--- config.mk ---
export PLATFORM = sky130hd
export DESIGN_NAME = stack_ptr_unit
export DESIGN_NICKNAME = d
export VERILOG_FILES = /design/src/rtl/stack_ptr_unit.sv
export SDC_FILE = /design/constraint.sdc
export NUM_CORES = 1
export LEC_CHECK = 0
export CAP_MARGIN = 20
export CORE_ASPECT_RATIO = 0.5
export CORE_MARGIN = 4
export CORE_UTILIZATION = 25
export CTS_CLUSTER_DIAMETER = 60
export DETAILED_ROUTE_END_ITERATION = 16
export PLACE_DENSITY_LB_ADDON = 0.2
export SLEW_MARGIN = 20
export SYNTH_ARGS = -nofsm -noshare
export SYNTH_HDL_FRONTEND = slang
export SYNTH_SLANG_ARGS = --single-unit
--- constraint.sdc ---
create_clock -name clk -period 3 [get_ports clk]
set_input_delay 0.6 -clock clk [delete_from_list [all_inputs] [get_ports clk]]
set_output_delay 0.6 -clock clk [all_outputs]
set_load 0.03 [all_outputs]
--- src/rtl/stack_ptr_unit.sv ---
// Guarded data/return stack for the 3-bit Forth core: pointer, storage, top-of-stack and sticky error flags.
// Optional feature: define STACK_PEEK_EN to add the peek_idx/peek_data read port (OVER/PICK support).
module stack_ptr_unit #(
    parameter int DATA_W = 12,
    parameter int PTR_W  = 12,
    parameter int DEPTH  = 16,
    parameter int BASE   = 75
) (
    input  logic                       clk,
    input  logic                       rst_n,
    input  logic [1:0]                 op,
    input  logic [DATA_W-1:0]          din,
    input  logic [PTR_W-1:0]           ptr_in,
    input  logic                       err_clr,
`ifdef STACK_PEEK_EN
    input  logic [$clog2(DEPTH)-1:0]   peek_idx,
    output logic [DATA_W-1:0]          peek_data,
`endif
    output logic [PTR_W-1:0]           ptr_out,
    output logic [DATA_W-1:0]          tos,
    output logic [$clog2(DEPTH+1)-1:0] count,
    output logic                       empty,
    output logic                       full,
    output logic                       ovf,
    output logic                       unf,
    output logic                       ld_err
);

    localparam int              IDX_W  = $clog2(DEPTH);
    localparam int              CNT_W  = $clog2(DEPTH + 1);
    localparam logic [PTR_W-1:0] BASE_P = PTR_W'(BASE);
    localparam logic [PTR_W-1:0] TOP_P  = PTR_W'(BASE + DEPTH);
    localparam logic [PTR_W-1:0] ONE_P  = PTR_W'(1);

    typedef enum logic [1:0] {
        OP_HOLD = 2'b00,
        OP_PUSH = 2'b01,
        OP_POP  = 2'b10,
        OP_LOAD = 2'b11
    } op_e;

    logic [PTR_W-1:0]  ptr_q, ptr_d;
    logic              ovf_q, ovf_d;
    logic              unf_q, unf_d;
    logic              ld_err_q, ld_err_d;
    logic              mem_we;
    logic [IDX_W-1:0]  wr_idx;
    logic [IDX_W-1:0]  tos_idx;
    logic [DATA_W-1:0] mem_q [DEPTH];

    // Status is decoded straight from the pointer so it never lags it.
    assign ptr_out = ptr_q;
    assign empty   = (ptr_q == BASE_P);
    assign full    = (ptr_q == TOP_P);
    assign count   = CNT_W'(ptr_q - BASE_P);
    assign wr_idx  = IDX_W'(ptr_q - BASE_P);
    assign tos_idx = IDX_W'(ptr_q - BASE_P - ONE_P);
    assign tos     = empty ? '0 : mem_q[tos_idx];
    assign ovf     = ovf_q;
    assign unf     = unf_q;
    assign ld_err  = ld_err_q;

    always_comb begin
        // NOTE: every always_comb output gets a default first so no path can infer a latch.
        ptr_d    = ptr_q;
        mem_we   = 1'b0;
        // A clear drops old flags; a new error below is ORed back in, so set wins.
        ovf_d    = err_clr ? 1'b0 : ovf_q;
        unf_d    = err_clr ? 1'b0 : unf_q;
        ld_err_d = err_clr ? 1'b0 : ld_err_q;
        case (op_e'(op))
            OP_PUSH: begin
                if (full) begin
                    ovf_d = 1'b1;
                end else begin
                    mem_we = 1'b1;
                    ptr_d  = ptr_q + ONE_P;
                end
            end
            OP_POP: begin
                if (empty) unf_d = 1'b1;
                else       ptr_d = ptr_q - ONE_P;
            end
            OP_LOAD: begin
                if (ptr_in >= BASE_P && ptr_in <= TOP_P) ptr_d    = ptr_in;
                else                                     ld_err_d = 1'b1;
            end
            default: ;
        endcase
    end

    // NOTE: state uses non-blocking assignments so every flop samples pre-edge values.
    always_ff @(negedge clk or negedge rst_n) begin
        if (!rst_n) begin
            ptr_q    <= BASE_P;
            ovf_q    <= 1'b0;
            unf_q    <= 1'b0;
            ld_err_q <= 1'b0;
        end else begin
            ptr_q    <= ptr_d;
            ovf_q    <= ovf_d;
            unf_q    <= unf_d;
            ld_err_q <= ld_err_d;
        end
    end

    // NOTE: storage has no reset; tos/peek mask stale entries via the pointer instead.
    always_ff @(negedge clk) begin
        if (mem_we) mem_q[wr_idx] <= din;
    end

`ifdef STACK_PEEK_EN
    logic [IDX_W-1:0] peek_sel;

    assign peek_sel  = IDX_W'(ptr_q - BASE_P - ONE_P - PTR_W'(peek_idx));
    assign peek_data = (CNT_W'(peek_idx) < count) ? mem_q[peek_sel] : '0;
`endif

endmodule

---- Yosys cells after proc, flatten, opt, wreduce, memory -nomap -nowiden ----
Memories as Yosys holds them, arrays and structs flattened.
Cells that the tools add are included.
cells by class
  magnitude comparators ................... 2
  reductions and logical operators ........ 3
  add/sub/neg operators ................... 4
  eq/ne operators ......................... 8
  muxes and demuxes ....................... 18
operators with widths
  operator                 count
  $mux W12                 4
  $pmux W12 S3             1
  $eq A12 B7 Y1 const B    2
  $mux W1                  13
  $add A12 B1 Y12 const B  1
  $ge A12 B7 Y1 const B    1
  $le A12 B7 Y1 const B    1
  $sub A12 B1 Y12 const B  1
  $ne A2 B2 Y1 const B     3
  $sub A5 B4 Y5 const B    1
  $eq A2 B2 Y1 const B     2
  $reduce_and A4 Y1        1
  $sub A4 B1 Y4 const B    1
  $reduce_bool A3 Y1       1
  $eq A2 B1 Y1 const B     1
  $logic_and A1 B1 Y1      1
storage, ports and cells
  memories kept ........................... 1
  bits in registers ....................... 15
  memory bits (writable) .................. 192
  input port bits ......................... 29
  logic and storage cells ................. 40
memories
  memory  words  bits a word  rd ports  clocked after Yosys merged registers in  write ports  RTL line  RTL
  mem_q   16     12           1         0                                        1            49        logic [DATA_W-1:0] mem_q [DEPTH];

---- Depth between registers and ports, before layout ----
Gate-level depths: netlist of the first run.
  word-level depth ........................ 5
  gate-level depth with buffers ........... 10

==> results of run 1 <==
final timing paths:
kind	slack (ns)	end	depth (start not counted)
worst max register to register	0.09	ptr_out[9]	11
max in group asynchronous	0.92	ptr_out[3]	2
worst max-delay path	-2.11	tos[10]	10
worst min register to register	0.52	unf	2
min in group asynchronous	1.80	ptr_out[4]	2
worst min-delay path	0.52	unf	2
critical path: stages (launching register included):
cell,delay (ns)
dfstp_4,0.63
clkinvlp_4,0.12
ha_2,0.23
nor2_4,0.13
buf_12,0.15
buf_12,0.18
mux4_2,0.33
mux2i_2,0.23
mux2_2,0.23
nor2_4,0.03
buf_4,0.16
per-layer routing:
layer / vias up / wire [um]
met2: 185 / 13220
met3: 34 / 1396
met4: 0 / 361
met1: 3337 / 12730
li1: 2953 / -
met5: - / 0
cells by family (layout without fill, tap and decap cells):
| group | after synthesis | after routing |
|---|---|---|
| muxes | 89 | 89 |
| and+or+nand+nor | 110 | 113 |
| buffers and inverters | 45 | 472 |
| AOI/OAI and AO/OA | 55 | 55 |
| adders and majority gates | 6 | 6 |
| xor gates and xnor gates | 6 | 6 |
| DFF | 207 | 207 |
final cells by class:
type	count	area, um2	share of cell area
Inverter	14	83.83	0.005916
Timing Repair Buffer	225	2534	0.1788
Tap cell	475	594.3	0.04194
Clock buffer	22	550.5	0.03885
Clock inverter	211	917.1	0.06472
Sequential cell	207	6150	0.4340
Multi-Input combinational cell	269	3341	0.2358
what timing repair did:
action | in CTS | in global routing
hold buffers | 0 | 0
cloned | 7 | 1
gates resized for setup | 139 | 41
endpoints found under the setup margin | 239 | 101
pin swaps | 29 | 14
setup buffers | 36 | 21
where the power goes:
part | total [mW] | switching (mW) | internal, mW
logic | 7.16 | 3.53 | 3.62
registers | 3.52 | 0.104 | 3.42
clock network | 3.81 | 1.84 | 1.97
cells in the final DEF, fill, tap and decap left out, types with 4 or more instances in the layout:
master	Yosys	routed
mux2_4	0	5
clkdlybuf4s50_1	0	22
nand2_1	17	12
nor2_1	32	14
inv_1	13	208
nor2_4	0	18
mux2i_2	0	7
nor3_2	0	4
clkbuf_16	0	23
mux4_2	48	48
nor3_4	0	6
mux2i_1	27	18
mux2_2	2	9
nand3_1	11	7
and2_4	0	7
a21oi_1	7	5
dfrtn_1	11	11
buf_4	1	96
edfxtp_1	192	192
buf_12	0	36
buf_8	0	6
buf_6	1	59
registers in the layout (all words and copies together), names as in the netlist:
register  cells
mem_q       192
ovf           1
unf           1
ld_err        1
ptr_out      12
==> metrics, run 1 <==
GR Layer Usage met3 0.04884; Final ANT Viol Nets 0; Syn Inst Count 518; Final Max Slew Viols 0; largest net degree at the start of global routing 24; Final Hold Fails 0; Final nets 970; Worst setup SP type register; HPWL after detailed placement 15.64 mm; cell with the most instances after synthesis edfxtp_1; post-synth top area share 0.6396; yosys warns 0; fin cells approximately 1400; IO Pins 63; Die H between 100 and 150 um; Synth top cells by count 192 x edfxtp_1, 48 x mux4_2, 32 x nor2_1; final core occ 0.4047; final hold slack around 0.52 ns; Synth Net Count ~550; Routed WL 27.71 mm; Core Area 35010 um2; Max VDD drop 0.9145 mV; placed cell area between 10000 and 15000 um2; adder-cell share of the synthesized area 0.008329; latest clock arrival within the worst-skew pair just under 0.6 ns; fraction of layout cells with a size suffix above 1 0.4251; EDFF count, synth ~190; clk sink count a little over 200; row count between 40 and 50; start point of the critical path ptr_out[0]; hold_sp unf; Port Buf Inserts 62; final setup margin -2.106 ns; antenna violations before repair 0; Root Buffer clkbuf_16; failing checks negative setup slack; met2 usage 0.2243; Compound-Gate Fraction of Synth Area 0.04900; gr usage total 0.1400; Final GP Congestion 0.8377; setup tns final -42.17 ns; syn avg cell area about 17 um2; Synth Area in Simple Gates 0.06358; TritonCTS clock tree yes; drt initial violations ~320; Maximum Capacitance Violations 0; Async SR Flop Fraction 0.07246; Rel. slew slack 0.7528; Reg clk slew, reported paths 0.05 ns; vias in the first global route just over 7000; die area approximately 40000 um2; Layout fillers between 3000 and 4000; Worst Skew 0.07168 ns; worst hold path type register to register; Reg-to-Reg Start ptr_out[0]; synthesized flop and latch total a little over 200; Final setup viols 50; WP data required roughly 2.4 ns; H-tree depth 1; WS Path Type register to output pin; first-pass GRT wire length roughly 42 mm; Leak Pwr between 5 and 6 nW; initial core utilization 0.2574; TritonCTS Buffers 22; Ant. Diodes 0; worst slew pin tran 0.3699 ns; CTS Buffer Depth 3; status finished, violations left; Power, Total roughly 14 mW; Distinct cells, synth 70; Synth area leader edfxtp_1; worst slack at placement -1.589 ns; critical path data arrival time approximately 4.5 ns; die span in x between 200 and 300 um; via count about 6500; global routing's busiest layer met2; Wirelength per Cell approximately 20 um; DRC viols 0; met1 Usage GRT 0.1819; synthesized cell area 9014 um2; Main synth FF type edfxtp_1; RSZ-0062 raised after global routing yes; fin area between 10000 and 15000 um2; GRT Residual Overflow 0; PD cells 1022 nW/um2; post-synthesis mux area share 0.1674; endpoint class of the critical path output pin; sequential share of the synthesized area 0.6818; drt first pass iters 4; XOR/XNOR share of the synthesized area 0.008329; largest family of logic cells by synthesized area multiplexers; DR vias/cell 4.574; placed insts 1135; crit path max fanout 18; Layout area overhead 57.20%; Synth area leaders edfxtp_1 64%, mux4_2 12%, dfrtn_1 3.1%, mux2i_1 3.0%, mux2_1 1.5%
(Power assumes the default switching activity.)
==> run 2: changes to the inputs <==
- GPL_TIMING_DRIVEN: unset -> 0
- SETUP_SLACK_MARGIN: unset -> 0.3
- clock period: 3 -> 5 ns (I/O delays scaled with it)
==> run 2 against run 1 <==
Global-route usage is 0.81 points lower. The run still ends with negative setup slack left. Largest cell class unchanged. Highest routed layer unchanged. Wire length fell by 6.1%. Utilization fell by 2.2 points. Cell count is 2.9% lower. Non-clock buffer count is 43 lower.
==> metrics, run 2 (same netlist as run 1, synthesis figures left out) <==
Routed WL approximately 26 mm; first-pass GRT wire length between 30 and 40 mm; Root Buffer clkbuf_16; TritonCTS Buffers 23; largest net degree at the start of global routing 17; commonest non-fill, non-tap cell in the layout inv_1; WS Path Type register to output pin; PD cells 647.1 nW/um2; Reg clk slew, reported paths 0.05 ns; latest clock arrival within the worst-skew pair a little under 0.6 ns; WP data required about 4 ns; gr usage total 0.1318; drt first pass iters 4; CTS Buffer Depth 3; failing checks negative setup slack; Wirelength per Cell 18.83 um; antenna violations before repair 0; vias in the first global route 6926; drt initial violations ~430; Port Buf Inserts a little over 60; die area just under 40000 um2; crit path buf inv count 5; final hold slack 0.4910 ns; fraction of layout cells with a size suffix above 1 0.3782; row count between 40 and 50; most common cell type on the critical path buf_12; final core occ 0.3830; Reg with most FFs mem_q; most frequent cells in the layout 208 x inv_1, 192 x edfxtp_1, 58 x buf_4, 54 x buf_6, 48 x mux4_2; CP Cell Sequence buf_8 -> clkinvlp_4 -> ha_4 -> or3_4 -> xnor2_4 -> buf_12 -> buf_12 -> mux2_4 -> nor2_4 -> buf_6; via count ~6300; DRC viols 0; crit path max fanout 5; Die H between 100 and 150 um; IO Pins 63; WHS Path Cells 2; critical path depth 10; HPWL after detailed placement 15.80 mm; Layout area overhead 48.79%; Worst setup SP type register; clk sink count just over 200; max reg flops approximately 190; delay-heaviest family, CP buffers and inverters; Worst Skew 0.06632 ns; initial core utilization 0.2574; endpoint class of the critical path output pin; Hold-fix buffers, CTS 0; Ant. Diodes 0; CP peak stage delay between 0.5 and 0.6 ns; worst hold path type register to register; TritonCTS clock tree yes; r2r worst-path depth 9; RSZ-0062 raised after global routing yes; Power, Total a little under 9 mW; worst slew pin tran between 0.8 and 0.9 ns; Rel. slew slack 0.3971; die span in x roughly 280 um; Final GP Congestion roughly 0.8; DR vias/cell 4.526; slowest CP cell dfstp_2; Final ANT Viol Nets 0; Core Area between 30000 and 40000 um2; Final Hold Fails 0; final setup margin -1.579 ns; critical path data arrival time about 5.6 ns; Layout fillers roughly 3300; Final setup viols 19; Leak Pwr between 5 and 6 nW; Final Max Slew Viols 0; Max VDD drop ~0.35 mV; status finished, violations left; Maximum Capacitance Violations 0; Final nets 925; GRT Residual Overflow 0; H-tree depth 1
[run 2: cell types whose count changed in the layout (fill, tap and decap cells not counted), sizes merged]
cell	delta
clkdlybuf4s15	+1
clkinvlp	+4
and2	-3
buf	-57
clkbuf	+14
bufinv	+1
clkinv	-1
[run 2: per-layer routing]
layer	GRT usage	share of wire
met1	0.1659	0.44
met2	0.2162	0.49
met3	0.04409	0.053
met4	0.04494	0.016
met5	0	0
[run 2: repair_timing]
item                       4_1_cts  5_1_grt
setup endpoints to repair      239      101
buffers inserted                68       16
gates resized for setup        324       24
pin swaps                       38       13
gates cloned                     1        0
[run 2: layout make-up]
class                      count  area (um2)  area share
buffer                        30       319.1     0.02379
clock buffer                  23       575.6     0.04291
clock inverter               215       953.4     0.07109
inverter                      14       82.58    0.006157
multi-input combinational    266        3197      0.2384
sequential                   207        6146      0.4583
tap                          475       594.3     0.04431
timing repair buffer         152        1544      0.1151
[run 2: final timing paths]
kind / startpoint / to / slack, ns
max: ptr_out[0] / tos[7] / -1.58
min: unf / unf / 0.49
min in group asynchronous: rst_n / ptr_out[8] / 3.33
min reg2reg: unf / unf / 0.49
max in group asynchronous: rst_n / unf / 1.13
max reg2reg: ptr_out[1] / mem_q[13][1] / 2.20
[run 2: through the flow]
| stage | setup TNS [ns] | instances | worst slack (ns) | cell area, um2 |
|---|---|---|---|---|
| final | -22.90 | 1382 | -1.579 | 13410 |
| after detailed placement | -190.99 | 1060 | -2.106 | 10720 |
| after floorplan | -30.78 | 518 | -1.163 | 9415 |
| after global placement | -249.79 | 1054 | -2.182 | 10620 |
| after CTS | -23.52 | 1366 | -1.608 | 13200 |
| after global routing | -24.80 | 1382 | -1.684 | 13410 |
[run 2: worst min-delay path, stage by stage, from the launching register on]
cell	delay [ns]
dfrtn_1	0.40
inv_1	0.04
o21ai_0	0.13
[run 2: power breakdown]
part	total, mW	switching, mW	internal, mW
Sequential	2.10	0.0536	2.05
Combinational	4.20	2.13	2.08
Clock	2.37	1.11	1.27
